--- src/rtl/pulse_emitter.sv ---
// Delayed pulse generator: an accepted trigger at edge k drives pulse_out high after edges k+DELAY..k+DELAY+PULSE_WIDTH-1.
// No backpressure: triggers inside the dead time are ignored, and triggers that arrive when the queue is full are dropped and set overflow.
module pulse_emitter #(
    parameter int DELAY       = 50,
    parameter int PULSE_WIDTH = 4,
    parameter int DEPTH       = 4,
    parameter int TS_WIDTH    = $clog2(DELAY + PULSE_WIDTH + 1) + 1
) (
    input  logic       clk,
    input  logic       rst,
    input  logic       trig_in,
    input  logic       enable,
    output logic       pulse_out,
    output logic       busy,
    output logic       queue_full,
    output logic       queue_empty,
    output logic       overflow,
    output logic [7:0] pulse_count
);

    localparam int PTR_W = (DEPTH > 1) ? $clog2(DEPTH) : 1;
    localparam int CNT_W = $clog2(DEPTH + 1);
    localparam int DT_W  = $clog2(PULSE_WIDTH + 2);
    localparam int PWC_W = (PULSE_WIDTH > 1) ? $clog2(PULSE_WIDTH) : 1;

    typedef enum logic [1:0] {S_IDLE, S_WAIT, S_EMIT} state_t;

    state_t              r_state;
    logic [TS_WIDTH-1:0] r_ts;
    logic [TS_WIDTH-1:0] r_fifo [DEPTH];
    logic [PTR_W-1:0]    r_wr_ptr;
    logic [PTR_W-1:0]    r_rd_ptr;
    logic [CNT_W-1:0]    r_count;
    logic [DT_W-1:0]     r_since;
    logic [PWC_W-1:0]    r_width_cnt;
    logic                r_pulse;
    logic                r_overflow;
    logic [7:0]          r_pulse_count;

    logic [TS_WIDTH-1:0] w_ts_next;
    logic [TS_WIDTH-1:0] w_age;
    logic                w_full;
    logic                w_dead_ok;
    logic                w_pop;
    logic                w_cand;
    logic                w_push;
    logic                w_drop;
    logic [CNT_W-1:0]    w_count_next;

    function automatic logic [PTR_W-1:0] f_next(input logic [PTR_W-1:0] p);
        return (p == PTR_W'(DEPTH - 1)) ? '0 : p + PTR_W'(1);
    endfunction

    // Timestamps are stamped with the post-edge value so that age == DELAY-1 lands on edge k+DELAY.
    assign w_ts_next = r_ts + TS_WIDTH'(1);
    assign w_age     = r_ts - r_fifo[r_rd_ptr];
    assign w_full    = (r_count == CNT_W'(DEPTH));
    assign w_dead_ok = (r_since >= DT_W'(PULSE_WIDTH + 1));
    assign w_pop     = (r_state == S_EMIT) && (r_width_cnt == PWC_W'(PULSE_WIDTH - 1));
    assign w_cand    = trig_in && enable && w_dead_ok;
    assign w_push    = w_cand && (!w_full || w_pop);
    assign w_drop    = w_cand && w_full && !w_pop;

    always_comb begin
        w_count_next = r_count;
        if (w_push && !w_pop)
            w_count_next = r_count + CNT_W'(1);
        else if (!w_push && w_pop)
            w_count_next = r_count - CNT_W'(1);
    end

    // Saturating elapsed-cycle counter avoids false dead-time hits after the timestamp wraps.
    always_ff @(posedge clk or negedge rst) begin
        if (!rst) begin
            r_ts       <= '0;
            r_wr_ptr   <= '0;
            r_rd_ptr   <= '0;
            r_count    <= '0;
            r_since    <= DT_W'(PULSE_WIDTH + 1);
            r_overflow <= 1'b0;
        end else begin
            r_ts    <= w_ts_next;
            r_count <= w_count_next;
            if (w_push) begin
                r_wr_ptr <= f_next(r_wr_ptr);
                r_since  <= DT_W'(1);
            end else if (!w_dead_ok) begin
                r_since <= r_since + DT_W'(1);
            end
            if (w_pop)
                r_rd_ptr <= f_next(r_rd_ptr);
            if (w_drop)
                r_overflow <= 1'b1;
        end
    end

    always_ff @(posedge clk) begin
        if (w_push)
            r_fifo[r_wr_ptr] <= w_ts_next;
    end

    always_ff @(posedge clk or negedge rst) begin
        if (!rst) begin
            r_state       <= S_IDLE;
            r_pulse       <= 1'b0;
            r_width_cnt   <= '0;
            r_pulse_count <= '0;
        end else begin
            case (r_state)
                S_IDLE: begin
                    if (r_count != '0)
                        r_state <= S_WAIT;
                end
                S_WAIT: begin
                    if (w_age == TS_WIDTH'(DELAY - 1)) begin
                        r_state     <= S_EMIT;
                        r_pulse     <= 1'b1;
                        r_width_cnt <= '0;
                    end
                end
                S_EMIT: begin
                    if (w_pop) begin
                        r_pulse       <= 1'b0;
                        r_pulse_count <= r_pulse_count + 8'd1;
                        r_state       <= (w_count_next != '0) ? S_WAIT : S_IDLE;
                    end else begin
                        r_width_cnt <= r_width_cnt + PWC_W'(1);
                    end
                end
                default: r_state <= S_IDLE;
            endcase
        end
    end

    assign pulse_out   = r_pulse;
    assign busy        = (r_state != S_IDLE);
    assign queue_full  = w_full;
    assign queue_empty = (r_count == '0);
    assign overflow    = r_overflow;
    assign pulse_count = r_pulse_count;

endmodule

--- config.mk ---
export PLATFORM = sky130hd
export DESIGN_NAME = pulse_emitter
export DESIGN_NICKNAME = d
export VERILOG_FILES = /design/src/rtl/pulse_emitter.sv
export SDC_FILE = /design/constraint.sdc
export NUM_CORES = 1
export LEC_CHECK = 0
export ABC_CLOCK_PERIOD_IN_PS = 2500
export BUFFER_PORTS_ARGS = -buffer_cell sky130_fd_sc_hd__clkbuf_2
export CORE_MARGIN = 3
export CORE_UTILIZATION = 54
export DETAILED_ROUTE_END_ITERATION = 8
export PLACE_DENSITY = 0.75
export SLEW_MARGIN = 30
export SYNTH_ARGS = -nofsm -noshare
export SYNTH_HDL_FRONTEND = slang
export SYNTH_SLANG_ARGS = --single-unit
--- constraint.sdc ---
create_clock -name clk -period 2.5 [get_ports clk]
set_input_delay 0.375 -clock clk [delete_from_list [all_inputs] [get_ports clk]]
set_output_delay 0.375 -clock clk [all_outputs]
set_load 0.02 [all_outputs]
==> key figures <==
Clock network
  – Later-pin clock latency in the skew report: 0.33 ns
  – CTS tree: built
  – Number of buffers between clock root and the deepest sink: 2
  – Root buffer cell: sky130_fd_sc_hd__clkbuf_8
  – CTS clock-pin slew for the worst setup and hold paths: 0.07 ns
  – Number of CTS-inserted buffers: 9
  – CTS Sinks: just under 60
  – H-tree depth reported by CTS: 3
  – Count of hold buffers inserted by post-cts repair: 0

Power and ir drop
  – Internal power summed over all cells: 1940 uW
  – Power share of the combinational group: about a fifth
  – Power density over cell area: 834 nW/um^2
  – Flop pwr share: 45.5%
  – Leakage component of the power: 0.00141 uW
  – Portion of total power attributed to the clock network: 34.2%
  – Switching power: 795 uW
  – Maximum vdd ir drop: 0.653 mV
  – Sw Ratio: 29.1%

STA
  – Tightest hold margin: 0.140 ns
  – Final worst clock skew: around 0.008 ns
  – Final setup violation count: 3
  – Share of the clock period used by the worst path: 102%
  – Peak clock frequency supported by timing: just under 400 MHz
  – Slack of the critical path: -0.0410 ns
  – Setup TNS: -0.0743 ns
  – Transition time at the pin with the least slew margin: roughly 0.84 ns
  – Time the worst path needs with I/O delays and setup: 2.54 ns
  – Final Slew Violations: 0
  – Unrepaired setup endpoints after global routing: true
  – Max-Slew Margin vs Limit: 44.2%
  – Hold Vio Cnt, Final: 0

Final layout
  – Post-route insts no fill: 321
  – Final nets: approximately 270
  – Fraction of layout instances using a drive strength above 1: 23.6%
  – Layout filler cell count: 374
  – Relative area change from synthesis to final layout: 15.1%
  – Count of inserted antenna diode cells: 0
  – Sequential cell area: 1620 sq um
  – Area of combinational cells with multiple inputs: 1140 sq um

Global route
  – Maximum number of pins on one net before global-route repair: 32
  – Number of global-route vias before repair: 1749
  – GRT met1 Usage: 24.4%
  – GRT met3 Usage: 4.24%
  – GRT overflow: 0
  – Wire length of the first global-routing pass: 8390 um
  – Initial antenna violation count: 0
  – Met2 Use GR: 27.9%
  – GRT Util Overall: between 15 and 20%
  – Most Crowded Layer GR: met2

Critical path
  – Required @ worst endpoint: 2.72 ns
  – Maximum fanout encountered on the critical timing path: 4
  – Worst Path Arrival: approximately 2.8 ns
  – Crit Path Class: register to register
  – Startpoint kind of the worst setup timing path: register
  – Crit end category: register

Drt
  – Number of antenna-violating nets in the routed design: 0
  – Via Count: 1743
  – Drt total wl: 4960 um
  – Post-detailed-route DRC marker count: 0
  – Routed via count divided by cell count: roughly 5.4
  – First-pass iteration count of the detailed router: 4
  – Wirelength per Cell: 15.5 um
  – Number of DRC markers in iteration 0: 47

Placed design
  – Final Wtd Congestion: 0.811
  – Placed cells: about 300
  – Number of input and output port buffers inserted: 16
  – Placed wire-length estimate after detailed placement: 3400 um

Outcome
  – Violated checks: negative setup slack
  – Run status: complete, but fails checks

Floorplan
  – Rows: 25
  – Initial core utilization: 58.0%
  – Io pins: 17
  – Core area: 4910 sq um
  – Floorplan die width: 78.6 um
  – Die span in y: approximately 79 um
  – Total Die Area: 6180 sq um

Synth
  – Cell Area, Synth: 2850 sq um
  – Fraction of synthesized cell area taken by the top area cell type: 29.5%
  – Number of enable flip-flop cells after synthesis: 28
  – Warnings, synthesis: 0
  – Synth cell types: 42
  – Biggest area consumer among synthesized cells: sky130_fd_sc_hd__edfxtp_1
  – Most common library cells after synthesis: sky130_fd_sc_hd__dfrtp_1, sky130_fd_sc_hd__edfxtp_1, sky130_fd_sc_hd__ha_1
  – Average size of a mapped cell: roughly 13 sq um
  – Number of storage elements in the synthesis netlist: 59
  – Proportion of synthesized chip area in sequential cells: 56.9%
  – Main area contributors after synthesis: sky130_fd_sc_hd__edfxtp_1, sky130_fd_sc_hd__dfrtp_1, sky130_fd_sc_hd__ha_1, sky130_fd_sc_hd__mux4_1, sky130_fd_sc_hd__xnor2_1
  – Synth Instances: 219
  – Post-synth ARST share: a little over half
  – Most common cell in the netlist: sky130_fd_sc_hd__dfrtp_1
  – Top_reg_cell synth: sky130_fd_sc_hd__dfrtp_1
  – Synth Net Count: 243

Min path
  – Hold WC Path Type: input pin to async pin

Job
  – Max-capacitance violation count: 0
stage by stage:
step	setup slack, ns	utilization [%]	total power (uW)	area (sq um)
after floorplan	0.00796	-	1660	2860
after global placement	-0.0329	62.0	1790	3040
after detailed placement	-0.153	62.0	1810	3040
after CTS	-0.0478	66.4	2750	3260
after global routing	-0.148	66.7	2900	3280
final	-0.0410	66.7	2730	3280
sequential cells by signal (all words and copies together), names as in the netlist:
name         count
r_fifo          28
pulse_count      8
r_ts             7
r_count          3
r_since          3
r_rd_ptr         2
r_state          2
r_width_cnt      2
r_wr_ptr         2
overflow         1
pulse_out        1
power groups by stage:
stage	Sequential (uW)	Combinational, uW	Clock, uW
global placement	1250	533	0
global route	1260	635	1000
floorplan	1250	402	0
finish	1240	556	933
CTS	1240	560	951
detailed placement	1260	553	0
metal layers:
metal / vias to the layer above / share of wire (%)
li1: 845 / -
met1: 856 / 47
met2: 33 / 48
met3: 9 / 3.7
met4: 0 / 1.8
met5: - / 0
layout make-up:
type	count	area share, %
sequential	59	49.5
multi-input combinational	137	34.9
timing repair buffer	24	4.39
clock buffer	9	3.78
clock inverter	7	2.83
tap	67	2.56
inverter	18	2.06
layout by cell type (no fill, tap or decap), types with 2 or more instances in the layout:
cell type                    Yosys  layout
sky130_fd_sc_hd__a21oi_1         6       6
sky130_fd_sc_hd__a31o_2          3       3
sky130_fd_sc_hd__and2_1          4       4
sky130_fd_sc_hd__and3_1          3       3
sky130_fd_sc_hd__buf_4           0       7
sky130_fd_sc_hd__bufinv_16       0       2
sky130_fd_sc_hd__clkbuf_2        0      16
sky130_fd_sc_hd__clkbuf_8        0       9
sky130_fd_sc_hd__clkinvlp_4      0       2
sky130_fd_sc_hd__dfrtp_1        29      28
sky130_fd_sc_hd__dfstp_2         2       2
sky130_fd_sc_hd__edfxtp_1       28      28
sky130_fd_sc_hd__ha_1           19      18
sky130_fd_sc_hd__inv_1          18      18
sky130_fd_sc_hd__mux4_1          6       3
sky130_fd_sc_hd__mux4_2          1       4
sky130_fd_sc_hd__nand2_1        15      15
sky130_fd_sc_hd__nand2b_1        3       3
sky130_fd_sc_hd__nand3_1        12      12
sky130_fd_sc_hd__nand4b_1        2       2
sky130_fd_sc_hd__nor2_1          8       8
sky130_fd_sc_hd__nor2b_1         3       3
sky130_fd_sc_hd__nor3_1          4       4
sky130_fd_sc_hd__o211ai_1        2       2
sky130_fd_sc_hd__o21ai_0         9       7
sky130_fd_sc_hd__o21ai_1         0       2
sky130_fd_sc_hd__o22ai_1         2       2
sky130_fd_sc_hd__or2_2           2       2
sky130_fd_sc_hd__xnor2_1         9       9
sky130_fd_sc_hd__xor2_1          8       8
critical path: stages (launching register included):
cell and delay (ns):
sky130_fd_sc_hd__dfrtp_2 0.44, sky130_fd_sc_hd__mux4_2 0.52, sky130_fd_sc_hd__ha_2 0.20, sky130_fd_sc_hd__fa_2 0.35
sky130_fd_sc_hd__nor2b_1 0.14, sky130_fd_sc_hd__nor3_1 0.06, sky130_fd_sc_hd__o21ai_1 0.14, sky130_fd_sc_hd__xnor2_1 0.19
sky130_fd_sc_hd__nor4_2 0.06, sky130_fd_sc_hd__buf_4 0.15, sky130_fd_sc_hd__a22o_1 0.17
cells by family (layout without fill, tap and decap cells):
| family | Yosys count | after routing | share of synthesized area [%] |
|---|---|---|---|
| multiplexers | 8 | 8 | 6.68 |
| AND/OR/NAND/NOR | 60 | 60 | 11.0 |
| buffers and inverters | 23 | 58 | 3.34 |
| flip-flops | 59 | 59 | 56.9 |
| adder cells (fa/ha/maj) | 20 | 20 | 9.06 |
| AO/OA/AOI/OAI | 31 | 31 | 7.25 |
| XOR/XNOR | 18 | 18 | 5.80 |
final timing paths:
path	endpoint	slack (ns)	from	cells past startpoint
setup / recovery	pulse_out$_DFFE_PN0P_	-0.04	r_rd_ptr[0]$_DFFE_PN0N_	10
hold / removal	pulse_out$_DFFE_PN0P_	0.14	rst	1
setup reg to reg	pulse_out$_DFFE_PN0P_	-0.04	r_rd_ptr[0]$_DFFE_PN0N_	10
hold reg to reg	pulse_count[7]$_DFFE_PN0P_	0.47	pulse_count[7]$_DFFE_PN0P_	1
max in group asynchronous	r_rd_ptr[0]$_DFFE_PN0N_	1.79	rst	1
min in group clk	pulse_count[7]$_DFFE_PN0P_	0.47	pulse_count[7]$_DFFE_PN0P_	1
what timing repair did:
item,in CTS,in global routing
pin swaps,3,1
resized for setup,3,6
buffers inserted,0,1
cloned,0,0
setup endpoints to repair,5,5
endpoints found under the hold margin,0,0
Note: power is estimated with default switching activity, not from simulation.
